**src/rtl/rom_access_arbiter.sv**
```systemverilog
// Round-robin arbiter sharing one synchronous lookup ROM between NUM_REQ requesters,
// with bounded bursts per requester and id-tagged read data returned two cycles after the request.
module rom_access_arbiter #(
  parameter int NUM_REQ   = 4,
  parameter int ID_W      = 2,
  parameter int ADDR_W    = 8,
  parameter int DATA_W    = 32,
  parameter int BURST_MAX = 4
) (
  input  logic                      clk_i,
  input  logic                      rst_i,
  input  logic                      en_i,
  input  logic [NUM_REQ-1:0]        req_i,
  input  logic [NUM_REQ*ADDR_W-1:0] addr_i,
  output logic [NUM_REQ-1:0]        gnt_o,
  output logic                      rom_en_o,
  output logic [ADDR_W-1:0]         rom_addr_o,
  input  logic [DATA_W-1:0]         rom_data_i,
  output logic                      rvalid_o,
  output logic [ID_W-1:0]           rid_o,
  output logic [DATA_W-1:0]         rdata_o
);

  localparam int              CNT_W     = $clog2(BURST_MAX + 1);
  localparam logic [CNT_W-1:0] CNT_MAX  = CNT_W'(BURST_MAX);
  localparam logic [ID_W-1:0]  LAST_RST = ID_W'(NUM_REQ - 1);
  localparam logic [ID_W:0]    NUM_REQ_X = (ID_W + 1)'(NUM_REQ);

  typedef enum logic {
    IDLE  = 1'b0,
    GRANT = 1'b1
  } state_t;

  state_t             state_q, state_d;
  logic [ID_W-1:0]    last_q, last_d;
  logic [CNT_W-1:0]   cnt_q, cnt_d;

  logic [NUM_REQ-1:0] gnt_p0_q, gnt_p0_d;
  logic               vld_p0_q, vld_p0_d;
  logic [ADDR_W-1:0]  addr_p0_q, addr_p0_d;
  logic [ID_W-1:0]    id_p0_q, id_p0_d;

  logic               vld_p1_q, vld_p1_d;
  logic [ID_W-1:0]    id_p1_q, id_p1_d;
  logic [DATA_W-1:0]  data_p1_q, data_p1_d;

  logic [ADDR_W-1:0]  addr_arr [NUM_REQ];
  logic [ID_W:0]      idx_ext;
  logic               rr_found;
  logic [ID_W-1:0]    rr_idx;
  logic               grant_ok;
  logic               burst_hold;
  logic [ID_W-1:0]    win;

  always_comb begin
    for (int k = 0; k < NUM_REQ; k++) begin
      addr_arr[k] = addr_i[k*ADDR_W +: ADDR_W];
    end
  end

  // Cyclic search starting just after the last-granted requester.
  always_comb begin
    rr_found = 1'b0;
    rr_idx   = last_q;
    idx_ext  = '0;
    for (int i = 1; i <= NUM_REQ; i++) begin
      idx_ext = {1'b0, last_q} + (ID_W + 1)'(i);
      if (idx_ext >= NUM_REQ_X) begin
        idx_ext = idx_ext - NUM_REQ_X;
      end
      if (!rr_found && req_i[idx_ext]) begin
        rr_found = 1'b1;
        rr_idx   = idx_ext[ID_W-1:0];
      end
    end
  end

  // Burst continuation only applies while grants are back-to-back.
  always_comb begin
    grant_ok   = en_i && (|req_i);
    burst_hold = (state_q == GRANT) && req_i[last_q] && (cnt_q < CNT_MAX);
    win        = burst_hold ? last_q : rr_idx;

    state_d = grant_ok ? GRANT : IDLE;
    last_d  = grant_ok ? win : last_q;
    cnt_d   = '0;
    if (grant_ok) begin
      if ((state_q == GRANT) && (win == last_q)) begin
        cnt_d = (cnt_q == CNT_MAX) ? CNT_MAX : cnt_q + CNT_W'(1);
      end else begin
        cnt_d = CNT_W'(1);
      end
    end
  end

  // Stage p0: grant issue / ROM address
  always_comb begin
    vld_p0_d  = grant_ok;
    gnt_p0_d  = grant_ok ? (NUM_REQ'(1) << win) : '0;
    addr_p0_d = grant_ok ? addr_arr[win] : addr_p0_q;
    id_p0_d   = grant_ok ? win : id_p0_q;
  end

  // Stage p1: ROM data return
  always_comb begin
    vld_p1_d  = vld_p0_q;
    id_p1_d   = vld_p0_q ? id_p0_q : id_p1_q;
    data_p1_d = vld_p0_q ? rom_data_i : data_p1_q;
  end

  always_ff @(posedge clk_i) begin
    if (rst_i) begin
      state_q   <= IDLE;
      last_q    <= LAST_RST;
      cnt_q     <= '0;
      gnt_p0_q  <= '0;
      vld_p0_q  <= 1'b0;
      addr_p0_q <= '0;
      id_p0_q   <= '0;
      vld_p1_q  <= 1'b0;
      id_p1_q   <= '0;
      data_p1_q <= '0;
    end else begin
      state_q   <= state_d;
      last_q    <= last_d;
      cnt_q     <= cnt_d;
      gnt_p0_q  <= gnt_p0_d;
      vld_p0_q  <= vld_p0_d;
      addr_p0_q <= addr_p0_d;
      id_p0_q   <= id_p0_d;
      vld_p1_q  <= vld_p1_d;
      id_p1_q   <= id_p1_d;
      data_p1_q <= data_p1_d;
    end
  end

  assign gnt_o      = gnt_p0_q;
  assign rom_en_o   = vld_p0_q;
  assign rom_addr_o = addr_p0_q;
  assign rvalid_o   = vld_p1_q;
  assign rid_o      = id_p1_q;
  assign rdata_o    = data_p1_q;

endmodule

```
**config.mk**
```make
export PLATFORM = sky130hd
export DESIGN_NAME = rom_access_arbiter
export DESIGN_NICKNAME = d
export VERILOG_FILES = /design/src/rtl/rom_access_arbiter.sv
export SDC_FILE = /design/constraint.sdc
export NUM_CORES = 1
export LEC_CHECK = 0
export ABC_CLOCK_PERIOD_IN_PS = 3740
export BUFFER_PORTS_ARGS = -buffer_cell sky130_fd_sc_hd__buf_2
export CAP_MARGIN = 20
export CORE_MARGIN = 4
export CORE_UTILIZATION = 30
export DETAILED_ROUTE_END_ITERATION = 10
export PLACE_DENSITY_LB_ADDON = 0.15
export SLEW_MARGIN = 20
export SYNTH_ARGS = -nofsm -noshare
export SYNTH_HDL_FRONTEND = slang
export SYNTH_SLANG_ARGS = --single-unit
```
**constraint.sdc**
```tcl
create_clock -name clk_i -period 3.74 [get_ports clk_i]
set_input_delay 0 -clock clk_i [delete_from_list [all_inputs] [get_ports clk_i]]
set_output_delay 0 -clock clk_i [all_outputs]
set_load 0.05 [all_outputs]
```
Word level (Yosys, flattened, before mapping)
Cells that the tools add are included.

Register bits after elaboration: 56. Bits in latches: 0. Memory bits (writable): 0. Bits in read-only memories: 0. Input port bits: 71. Output and inout port bits: 48. Memories: 0.

Add/sub/neg operators: 9. Multipliers: 0. Div/mod/pow operators: 0. Order comparisons: 11. Eq/ne operators: 2. Shifts and indexed selects: 1. Muxes and demuxes: 28. Bitwise gates (word level): 3. Reduce and logical (&&, ||, !) cells: 14.

Operator list (number): $bmux 8 s2 (1); $mux 8 (2); $ge 3x3->1 const B (5); $lt 3x3->1 const B (5); $mux 3 (5); $sub 3x3->3 const B (4); $bmux 1 s2 (5); $mux 1 (10); $mux 2 (5); $reduce_or 4->1 (2); $logic_and 1x1->1 (7); $add 2x2->3 const B (2); $shl 1x2->4 const A (1); $add 2x1->3 const B (1); $add 2x3->3 const B (1); $add 3x1->3 const B (1); $eq 3x3->1 const B (1); $logic_not 1->1 (3); $lt 2x3->1 const B (1); $not 2->3 (1); $reduce_or 3->1 (1); $eq 2x2->1 (1); $not 1->1 (2); $reduce_or 2->1 (1).

Longest topological paths before layout
Gate-level depths: netlist of the first run.

Depth in word-level cells: 20. Depth in mapped cells: 10.

Least setup slack after synthesis of the first run
Ideal clock, no wire load.

Path type: reg-to-reg. From: reg state_q. To: reg addr_p0_q[6], in the netlist rom_addr_o[6]. Arrival time: 2.166 ns. Data required time: 3.620 ns. Slack: 1.455 ns. Cell stages (with the launch flop): 9. Buffers on the path: 2. Cell sequence: dfxtp_1 -> clkbuf_1 -> nor2b_1 -> nor3_1 -> o221a_1 -> buf_6 -> mux2_4 -> o21ai_2 -> a21oi_1.

Longest elaborated chain between the ends: 7.

RTL lines: from (decl) (line 34) `state_t state_q, state_d;`; from (signal assigned) (line 124) `state_q <= state_d;`; $logic_and 1x1->1 (2 in series) (line 81) `burst_hold = (state_q == GRANT) && req_i[last_q] && (cnt_q < CNT_MAX);`; $mux 2 (line 82) `win = burst_hold ? last_q : rr_idx;`; $not 2->3 (not written as such) (line 100) `addr_p0_d = grant_ok ? addr_arr[win] : addr_p0_q;`; $bmux 8 s2 (line 100); $mux 8 (not written as such) (2 in series) (line 100); to (signal assigned) (line 129) `addr_p0_q <= addr_p0_d;`; to (decl) (line 40) `logic [ADDR_W-1:0] addr_p0_q, addr_p0_d;`.

Every way passes these cells. The select of a mux whose other input is x is not followed. A chain may end at the register's enable or synchronous reset.

Worst setup path in the final report of the first run
From: reg last_q[0]. To: reg addr_p0_q[5], in the netlist rom_addr_o[5].

Longest elaborated chain between the ends: 20. Elaborated cells between the ends (all ways): 46. Those cells by class: add/sub (8); order compare (4); mux (25); bitwise (1); reduce/logical (8).

RTL lines: from (decl) (line 35) `logic [ID_W-1:0] last_q, last_d;`; from (signal assigned) (line 125) `last_q <= last_d;`; $add 2x1->3 (line 67) `idx_ext = {1'b0, last_q} + (ID_W + 1)'(i);`; $sub 3x3->3 or $ge 3x3->1 (tied branches) (line 69, 68); $mux 3 (line 68) `if (idx_ext >= NUM_REQ_X) begin`; $bmux 1 s2 (line 71) `if (!rr_found && req_i[idx_ext]) begin`; $mux 1 (not written as such) (line 71); $mux 1 (line 71); $logic_not 1->1 (line 71); $logic_and 1x1->1 (line 71); (+3 left out); $mux 1 (line 71); $logic_not 1->1 (line 71); $logic_and 1x1->1 (line 71); $mux 2 (line 71); $mux 2 (*) (line 82); $not 2->3 (not written as such) (*) (line 100); $bmux 8 s2 (*) (line 100); $mux 8 (not written as such) (*) (2 in series) (line 100).

Mark *: on every way between the ends. The rest lies on a longest branch, timed or not. The select of a mux whose other input is x is not followed.

==> summary.txt, run 1 <==
STA
  • RSZ-0062 raised after global routing: no
  • Clock Skews: 8.68 ps
  • Final critical-path share of the clock period: 0.893
  • Slew margin rel.: 0.306
  • Hold WS: 31.0 ps
  • Finish-stage setup viols: 0
  • Fin worst setup slack: 399 ps
  • Slew @ Worst Pin: 1040 ps
  • Tmin final: 3340 ps
  • Setup TNS: 0 ps
  • Final hold vios: 0
  • Max Freq: 299 MHz
  • Pins Over Slew Limit: 0

Global routing
  • Initial antenna violation count: 0
  • GRT busiest layer: met2
  • Total global routing overflow: 0
  • Grt met1 use: 0.172
  • Vias in the first global route: 2,343
  • Total GRT Usage: 0.138
  • Met3 Use GR: 0.0414
  • First-pass GRT wire length: 11.3 mm
  • Largest net degree at the start of global routing: 50
  • M2 GR Usage: 0.232

Clock tree
  • Clock transition at path regs: 100 ps
  • Clock Sinks: 55
  • Total CTS buffers: 5
  • CTS max path bufs: 2
  • Clk Tree Root Cell: clkbuf_8
  • Clk_lat worst skew: 310 ps
  • # resized after CTS: 0
  • H-tree depth: 2
  • CTS tree: built

Drt
  • ANT nets after route: 0
  • DRC: 0
  • DR WL/cell: 13.8 µm
  • DRT iter0 DRCs: 83
  • Detailed Route WL: 6.91 mm
  • Vias per inst: 4.64
  • Via count: 2,325
  • Router iterations before antenna repair: 4

Flow run
  • Max Cap Viol: 0

Layout
  • Area Overhead vs Synth: 42.0%
  • Reg area: 1100 µm²
  • Area of the multi-input gates: 1300 µm²
  • Filler cell count: 821
  • Commonest non-fill, non-tap cell in the layout: buf_2
  • Final instance count without filler cells: 501
  • Layout cells sized above 1: 0.351
  • Most frequent cells in the layout: buf_2 (118), dfxtp_1 (54), mux2i_1 (53)
  • Diode count: 0
  • Fin nets: 468

Synth
  • Main flop type after synthesis: dfxtp_1
  • Synth Cell Area: 2510 µm²
  • Synth warn: 0
  • FF+latch count, synth: 55
  • Synth Net Count: 327
  • Register area share after synthesis: 0.438
  • Gate Count Post-Synth: 254
  • Async S/R FF share, synth: 0
  • EDFF count, synth: 0
  • Synth cell types: 47
  • Avg Cell Area, Syn: 9.90 µm²

Die
  • I/O pins: 119
  • Initial Utilization: 0.307
  • Num rows: 33
  • Die W: 99.5 µm
  • Die Area: 9910 µm²
  • Core Area: 8180 µm²
  • Die height: 99.5 µm

Place
  • Pre-CTS setup slack: 731 ps
  • Placed insts: 459
  • Routability Congestion: 0.816
  • PortBufs: 118
  • Dpl hpwl: 4.74 mm

Pwr
  • Pleak: 1.71 nW
  • Pwr/cell area: 409 nW/µm²
  • VDD IR max: 0.188 mV

Min path
  • Hold depth: 3
  • Hold Path Class: in2reg

Critical path
  • Cell depth of the worst setup path: 6
  • Critical-path cell with the highest stage delay: o221a_1
  • Worst-path cell chain: mux4_2 > nand2_1 > o221a_1 > mux2i_1 > dlygate4sd3_1 > a21oi_1
  • Worst Path Buf+Inv: 1
  • CP Class: reg2reg
  • Largest stage delay, worst path: 880 ps
  • CP top delay family: compound AO/OA/AOI/OAI gates
  • Req. time, crit path: 3910 ps
  • CP Data Arrival Time: 3510 ps
  • Crit. End Element: register
  • Worst Reg-to-Reg Cells: 6
  • CP Launch Type: register
  • Largest fanout on the critical path: 19

Outcome
  • Status: complete, no violations
-- report_power, final --
part           switching, mW  internal [mW]
Clock                  0.195          0.132
Combinational          0.283          0.191
Sequential            0.0322          0.627
Total                  0.511          0.949
-- worst register-to-register path: stages, from the launching register on --
cell           delay (ps)
dfxtp_1               710
mux4_2                630
nand2_1                90
o221a_1               880
mux2i_1               270
dlygate4sd3_1         560
a21oi_1                60
-- cells by family after synthesis --
family                     Yosys count  synth area share
adders and majority gates            2           0.00995
xor gates and xnor gates             1           0.00348
muxes                               57             0.235
buffers and inverters               23            0.0463
DFF                                 55             0.438
and+or+nand+nor                     79             0.151
AOI/OAI and AO/OA                   37             0.116
-- synth_stat cells (2+ instances only) --
master / count / share of area
a21oi_1: 6 / 0.012
nand2_1: 7 / 0.010
dfxtp_1: 55 / 0.44
ha_1: 2 / 0.010
o21bai_1: 7 / 0.021
buf_2: 6 / 0.012
a221oi_1: 6 / 0.021
nor2b_1: 3 / 0.0075
nor3_1: 4 / 0.0080
clkbuf_1: 6 / 0.0090
buf_1: 4 / 0.0060
nor2_1: 49 / 0.073
inv_1: 4 / 0.0060
nand3b_1: 2 / 0.0060
buf_6: 3 / 0.013
nor3b_1: 2 / 0.0060
a21o_1: 2 / 0.0060
mux2i_1: 53 / 0.21
o21ai_0: 3 / 0.0060
nand2b_1: 2 / 0.0050
o31ai_1: 2 / 0.0060
-- state kept, by name, summed over array words and instances (netlist names) --
register,count
rom_addr_o,8
rvalid_o,1
gnt_o,4
rdata_o,32
id_p0_q,2
last_q,2
cnt_q,3
state_q,1
rid_o,2
-- metal layers --
layer,share of wire,wire length (µm)
met1,0.43,2990
met2,0.49,3360
met3,0.071,489
met4,0.0094,65
met5,0,0
-- path summary, 6_finish.rpt --
path	start	to	slack (ps)
setup / recovery	last_q[0]	rom_addr_o[5]	400
hold / removal	addr_i[9]	rom_addr_o[1]	30
setup reg to reg	last_q[0]	rom_addr_o[5]	400
hold reg to reg	rdata_o[15]	rdata_o[15]	500
-- area by class of cell --
type / count / area share
multi-input cells: 176 / 0.363
clock buffers: 6 / 0.0203
well taps: 105 / 0.0368
repair buffers: 153 / 0.263
clock inverters: 2 / 0.00351
flip-flops and latches: 55 / 0.309
inverters: 4 / 0.00421
-- through the flow --
stage / util / instance area, µm² / total power, mW
global placement: 0.384 / 3140 / 1.12
finish: 0.436 / 3570 / 1.46
global route: 0.436 / 3570 / 1.54
detailed placement: 0.384 / 3140 / 1.12
floorplan: - / 2510 / 1.02
CTS: 0.436 / 3570 / 1.48
-- what timing repair did --
item,in CTS,in global routing
endpoints found under the hold margin,33,0
buffers inserted,0,0
hold buffers,34,0
Power figures use the tool's default switching activity.
==> inputs of run 2 (changes only) <==
--- a/config.mk
+++ b/config.mk
@@ -5,7 +5,7 @@
 export SDC_FILE = /design/constraint.sdc
 export NUM_CORES = 1
 export LEC_CHECK = 0
-export ABC_CLOCK_PERIOD_IN_PS = 3740
+export ABC_CLOCK_PERIOD_IN_PS = 3310
 export BUFFER_PORTS_ARGS = -buffer_cell sky130_fd_sc_hd__buf_2
 export CAP_MARGIN = 20
 export CORE_MARGIN = 4
==> constraint.sdc (replaced) <==
create_clock -name clk_i -period 3.31 [get_ports clk_i]
set_input_delay 0 -clock clk_i [delete_from_list [all_inputs] [get_ports clk_i]]
set_output_delay 0 -clock clk_i [all_outputs]
set_load 0.05 [all_outputs]
==> run 2 against run 1 <==
Maximum frequency increased by 11%; first-iteration DRC count rose by 4.8%; core utilization is the same; die area did not move; via count is 0.43% lower; worst hold slack improved by 5.6 ps; global-route usage barely moved; combinational power rose by 12%; sequential cell count unchanged; power grew 13%; design area is the same; clock skew barely moved; highest routed layer unchanged.
==> summary.txt, run 2 (synthesized netlist as in run 1, its figures left out) <==
Clock tree
  • Total CTS buffers: 5 (unchanged)
  • CTS tree: built (unchanged)
  • Clock Sinks: 55 (unchanged)
  • Clk_lat worst skew: 300 ps (was 310 ps)
  • Clock transition at path regs: 100 ps (about the same)
  • CTS max path bufs: 2 (unchanged)
  • Clk Tree Root Cell: clkbuf_8 (unchanged)
  • H-tree depth: 2 (unchanged)
  • Setup bufs post-CTS: 0 (unchanged)

Drt
  • Router iterations before antenna repair: 4 (unchanged)
  • Detailed Route WL: 6.92 mm (was 6.91 mm)
  • DR WL/cell: 13.8 µm (about the same)
  • DRC: 0 (unchanged)
  • DRT iter0 DRCs: 87 (was 83)
  • Via count: 2,315 (was 2,325)
  • Vias per inst: 4.62 (was 4.64)
  • ANT nets after route: 0 (unchanged)

Critical path
  • Flop-to-flop setup slack: 300 ps (was 400 ps)
  • Worst-path cell chain: mux4_2 > nand2_1 > o221a_1 > mux2i_1 > a211o_1 > a21oi_1 (was mux4_2 > nand2_1 > o221a_1 > mux2i_1 > dlygate4sd3_1 > a21oi_1)
  • Crit. End Element: register (unchanged)
  • Worst r2r dst: rom_addr_o[5] (unchanged)
  • CP Data Arrival Time: 3240 ps (was 3510 ps)
  • Largest fanout on the critical path: 19 (unchanged)
  • CP Class: reg2reg (unchanged)
  • Worst Reg-to-Reg Cells: 6 (unchanged)
  • Worst R2R Start: last_q[0] (unchanged)
  • CP Launch Type: register (unchanged)
  • Critical-path cell with the highest stage delay: o221a_1 (unchanged)
  • Req. time, crit path: 3550 ps (was 3910 ps)
  • Largest stage delay, worst path: 880 ps (about the same)

Global routing
  • Initial antenna violation count: 0 (unchanged)
  • Vias in the first global route: 2,356 (was 2,343)
  • Total global routing overflow: 0 (unchanged)
  • First-pass GRT wire length: 11.3 mm (about the same)
  • Total GRT Usage: 0.139 (was 0.138)
  • Largest net degree at the start of global routing: 50 (unchanged)

Min path
  • Hold depth: 3 (unchanged)
  • HP Start: addr_i[10] (was addr_i[9])
  • Worst Hold Endpoint: rom_addr_o[2] (was rom_addr_o[1])
  • Hold Path Class: in2reg (unchanged)

Layout
  • Area of the multi-input gates: 1300 µm² (unchanged)
  • Filler cell count: 822 (was 821)
  • Layout cells sized above 1: 0.351 (unchanged)
  • Most frequent cells in the layout: buf_2 (118), dfxtp_1 (54), mux2i_1 (53) (unchanged)
  • Fin nets: 468 (unchanged)
  • Largest register FFs: 32 (unchanged)
  • Area Overhead vs Synth: 42.0% (unchanged)
  • Commonest non-fill, non-tap cell in the layout: buf_2 (unchanged)
  • Reg area: 1100 µm² (unchanged)
  • Diode count: 0 (unchanged)

Place
  • Routability Congestion: 0.816 (about the same)
  • PortBufs: 118 (unchanged)
  • Dpl hpwl: 4.74 mm (unchanged)

STA
  • Final critical-path share of the clock period: 0.908 (was 0.893)
  • Finish-stage setup viols: 0 (unchanged)
  • Max Freq: 333 MHz (was 299 MHz)
  • Slew margin rel.: 0.310 (was 0.306)
  • Final hold vios: 0 (unchanged)
  • Slew @ Worst Pin: 1040 ps (about the same)
  • Pins Over Slew Limit: 0 (unchanged)
  • Clock Skews: 8.25 ps (was 8.68 ps)
  • Tmin final: 3010 ps (was 3340 ps)
  • RSZ-0062 raised after global routing: no (unchanged)
  • Setup TNS: 0 ps (unchanged)

Die
  • Core Area: 8180 µm² (unchanged)
  • Initial Utilization: 0.307 (unchanged)
  • I/O pins: 119 (unchanged)
  • Num rows: 33 (unchanged)
  • Die height: 99.5 µm (unchanged)
  • Die W: 99.5 µm (unchanged)
  • Die Area: 9910 µm² (unchanged)

Pwr
  • VDD IR max: 0.211 mV (was 0.188 mV)
  • Pwr/cell area: 461 nW/µm² (was 409 nW/µm²)
  • Pleak: 1.71 nW (unchanged)
  • Overall Power: 1.65 mW (was 1.46 mW)

Flow run
  • Max Cap Viol: 0 (unchanged)

Outcome
  • Status: complete, no violations (unchanged)
run 2: final cells by class:
type                    count  area share
multi-input cells         176       0.363
flip-flops and latches     55       0.309
repair buffers            153       0.263
well taps                 105      0.0368
clock buffers               6      0.0203
inverters                   4     0.00421
clock inverters             2     0.00351
run 2: report_power, final:
group          total, mW  leakage [nW]  internal, mW  switching (mW)
Combinational      0.533          1.22         0.213           0.320
Clock              0.368        0.0412         0.149           0.220
Sequential         0.744         0.451         0.708          0.0362
Total               1.65          1.71          1.07           0.576
run 2: worst max path at each step:
stage / from / endpoint / slack, ps / cells after the start
2_1_floorplan: state_q / rom_addr_o[6] / 1020 / 8
3_5_place_dp: last_q[0] / rom_addr_o[5] / 300 / 6
3_3_place_gp: last_q[0] / rom_addr_o[5] / 390 / 6
4_1_cts: last_q[0] / rom_addr_o[5] / 280 / 6
6_report: last_q[0] / rom_addr_o[5] / 300 / 6
5_1_grt: last_q[0] / rom_addr_o[5] / 80 / 6
run 2: through the flow:
stage / hold WS [ps] / cells / area, µm² / setup WS [ps] / utilization
2_1_floorplan: 147 / 254 / 2510 / 1020 / -
6_report: 36.6 / 501 / 3570 / 303 / 0.436
3_5_place_dp: 243 / 459 / 3140 / 301 / 0.384
3_3_place_gp: 232 / 459 / 3140 / 395 / 0.384
5_1_grt: 30.7 / 501 / 3570 / 85.0 / 0.436
4_1_cts: 27.4 / 501 / 3570 / 282 / 0.436
run 2: what timing repair did:
item                      4_1_cts  5_1_grt
hold endpoints to repair       33        0
hold buffers                   34        0
resized for setup               0        0
run 2: critical path, delay by kind of cell, from the launching register on:
kind | cells | cell delay (ps)
compound gates | 3 | 1310
flops | 1 | 710
mux | 2 | 820
simple gates | 1 | 90
run 2: per-layer routing:
metal	vias up	track usage	part of all wire
met3	5	0.0414	0.070
met1	1077	0.171	0.43
li1	1169	-	-
met2	64	0.235	0.49
met5	-	0	0
met4	0	0.0378	0.0092
==> inputs of run 3 (changes only) <==
--- a/config.mk
+++ b/config.mk
@@ -9,7 +9,7 @@
 export BUFFER_PORTS_ARGS = -buffer_cell sky130_fd_sc_hd__buf_2
 export CAP_MARGIN = 20
 export CORE_MARGIN = 4
-export CORE_UTILIZATION = 30
+export CORE_UTILIZATION = 46
 export DETAILED_ROUTE_END_ITERATION = 10
 export PLACE_DENSITY_LB_ADDON = 0.15
 export SLEW_MARGIN = 20
==> run 3 against run 2 <==
Non-clock buffer count is the same; final cell count shrank 7.2%; clock power grew 15%; clock skew shrank 1.6 ps; core utilization grew 24 points; critical path type unchanged; die area shrank 32%; first-iteration DRC count shrank 23%; register-to-register slack gained 40 ps.
==> summary.txt, run 3 (synthesized netlist as in run 1, its figures left out) <==
Die
  • I/O pins: 119 (unchanged)
  • Die Area: 6710 µm² (was 9910 µm²)
  • Die W: 81.9 µm (was 99.5 µm)
  • Num rows: 26 (was 33)
  • Core Area: 5200 µm² (was 8180 µm²)
  • Die height: 81.9 µm (was 99.5 µm)
  • Initial Utilization: 0.483 (was 0.307)

Critical path
  • Worst-path cell chain: mux4_2 > nand2_1 > o221a_1 > mux2i_1 > a211o_1 > a21oi_1 (unchanged)
  • Worst R2R Start: last_q[0] (unchanged)
  • Flop-to-flop setup slack: 340 ps (was 300 ps)
  • Req. time, crit path: 3540 ps (was 3550 ps)
  • CP Data Arrival Time: 3200 ps (was 3240 ps)
  • Worst Reg-to-Reg Cells: 6 (unchanged)
  • CP Launch Type: register (unchanged)
  • Crit. End Element: register (unchanged)
  • Largest stage delay, worst path: 880 ps (about the same)
  • Largest fanout on the critical path: 19 (unchanged)
  • CP Class: reg2reg (unchanged)
  • Critical-path cell with the highest stage delay: o221a_1 (unchanged)
  • Worst r2r dst: rom_addr_o[5] (unchanged)

STA
  • Setup TNS: 0 ps (unchanged)
  • Fin worst setup slack: 338 ps (was 303 ps)
  • Final hold vios: 0 (unchanged)
  • Tmin final: 2970 ps (was 3010 ps)
  • Slew margin rel.: 0.304 (was 0.310)
  • Slew @ Worst Pin: 1040 ps (about the same)
  • RSZ-0062 raised after global routing: no (unchanged)
  • Clock Skews: 6.63 ps (was 8.25 ps)
  • Pins Over Slew Limit: 0 (unchanged)
  • Finish-stage setup viols: 0 (unchanged)
  • Max Freq: 337 MHz (was 333 MHz)
  • Final critical-path share of the clock period: 0.898 (was 0.908)

Clock tree
  • # resized after CTS: 0 (unchanged)
  • Total CTS buffers: 5 (unchanged)
  • Clock Sinks: 55 (unchanged)
  • CTS Hold Buffers Added: 34 (unchanged)
  • Clock transition at path regs: 90 ps (was 100 ps)
  • CTS max path bufs: 2 (unchanged)
  • H-tree depth: 2 (unchanged)
  • Setup bufs post-CTS: 0 (unchanged)
  • Clk Tree Root Cell: clkbuf_8 (unchanged)
  • CTS tree: built (unchanged)
  • Clk_lat worst skew: 300 ps (about the same)

Drt
  • ANT nets after route: 0 (unchanged)
  • Router iterations before antenna repair: 4 (unchanged)
  • DRC: 0 (unchanged)
  • DR WL/cell: 14.3 µm (was 13.8 µm)
  • Detailed Route WL: 6.65 mm (was 6.92 mm)
  • Vias per inst: 4.96 (was 4.62)
  • Via count: 2,307 (was 2,315)
  • DRT iter0 DRCs: 67 (was 87)

Layout
  • Diode count: 0 (unchanged)
  • Filler cell count: 433 (was 822)
  • Layout cells sized above 1: 0.352 (was 0.351)
  • Most frequent cells in the layout: buf_2 (118), dfxtp_1 (54), mux2i_1 (53) (unchanged)
  • Commonest non-fill, non-tap cell in the layout: buf_2 (unchanged)
  • Area Overhead vs Synth: 41.1% (was 42.0%)
  • Fin nets: 468 (unchanged)
  • Largest register FFs: 32 (unchanged)

Global routing
  • Total global routing overflow: 0 (unchanged)
  • Total GRT Usage: 0.205 (was 0.139)
  • Largest net degree at the start of global routing: 50 (unchanged)
  • Initial antenna violation count: 0 (unchanged)
  • Vias in the first global route: 2,330 (was 2,356)
  • First-pass GRT wire length: 10.8 mm (was 11.3 mm)

Min path
  • HP Start: addr_i[27] (was addr_i[10])
  • Worst Hold Endpoint: rom_addr_o[3] (was rom_addr_o[2])
  • Hold Path Class: in2reg (unchanged)
  • Hold depth: 3 (unchanged)

Place
  • Pre-CTS setup slack: 344 ps (was 301 ps)
  • Dpl hpwl: 4.44 mm (was 4.74 mm)
  • Routability Congestion: 0.838 (was 0.816)
  • PortBufs: 118 (unchanged)

Pwr
  • Overall Power: 1.70 mW (was 1.65 mW)
  • Reg power frac: 0.440 (was 0.452)
  • Pleak: 1.72 nW (was 1.71 nW)
  • Switching Fraction: 0.329 (was 0.350)
  • VDD IR max: 0.312 mV (was 0.211 mV)
  • NetSw: 560 µW (was 576 µW)
  • Comb pwr share: 0.312 (was 0.324)
  • Clk pwr share: 0.249 (was 0.224)
  • Pwr/cell area: 480 nW/µm² (was 461 nW/µm²)
  • Int Pwr: 1.14 mW (was 1.07 mW)

Outcome
  • Status: complete, no violations (unchanged)

Flow run
  • Max Cap Viol: 0 (unchanged)
[run 3: cell types whose count changed in the layout (fill, tap and decap cells not counted), sizes merged]
cell	change
clkinv	-1
clkbuf	-1
bufinv	+1
[run 3: how the worst max path moves through the flow]
stage                               end  slack, ps  startpoint
after floorplan           rom_addr_o[6]       1020     state_q
after global placement    rom_addr_o[5]        410   last_q[0]
after detailed placement  rom_addr_o[5]        340   last_q[0]
after CTS                 rom_addr_o[5]        330   last_q[0]
after global routing      rom_addr_o[5]        170   last_q[0]
final                     rom_addr_o[5]        340   last_q[0]
[run 3: critical path, delay by kind of cell (launching register included)]
family	cells	cell delay, ps
flip-flops	1	710
multiplexers	2	790
AO/OA/AOI/OAI	3	1300
AND/OR/NAND/NOR	1	90
[run 3: area by class of cell]
class,instances,area [µm²],share of cell area
tap,70,87.6,0.0247
multi-input combinational,176,1300,0.366
clock buffer,5,68.8,0.0194
clock inverter,2,37.5,0.0106
sequential,55,1100,0.311
inverter,4,15.0,0.00423
timing repair buffer,153,938,0.265
[run 3: through the flow]
step	cell area [µm²]	hold slack [ps]	util	std cells
after floorplan	2510	147	-	254
after global placement	3100	231	0.595	424
after detailed placement	3100	245	0.595	424
after CTS	3550	33.3	0.681	465
after global routing	3550	52.0	0.681	465
final	3550	43.1	0.681	465
[run 3: power groups by stage]
stage | Clock [mW] | Combinational, mW | Sequential, mW
5_1_grt | 0.457 | 0.568 | 0.757
2_1_floorplan | 0 | 0.278 | 0.879
3_3_place_gp | 0 | 0.492 | 0.762
3_5_place_dp | 0 | 0.499 | 0.763
6_report | 0.423 | 0.530 | 0.749
4_1_cts | 0.438 | 0.529 | 0.749
[run 3: per-layer routing]
metal  vias up  GRT usage  share of wire
li1       1171          -              -
met1      1060      0.225           0.39
met2        68      0.377           0.53
met3         8     0.0559          0.065
met4         0     0.0648          0.011
met5         -          0              0
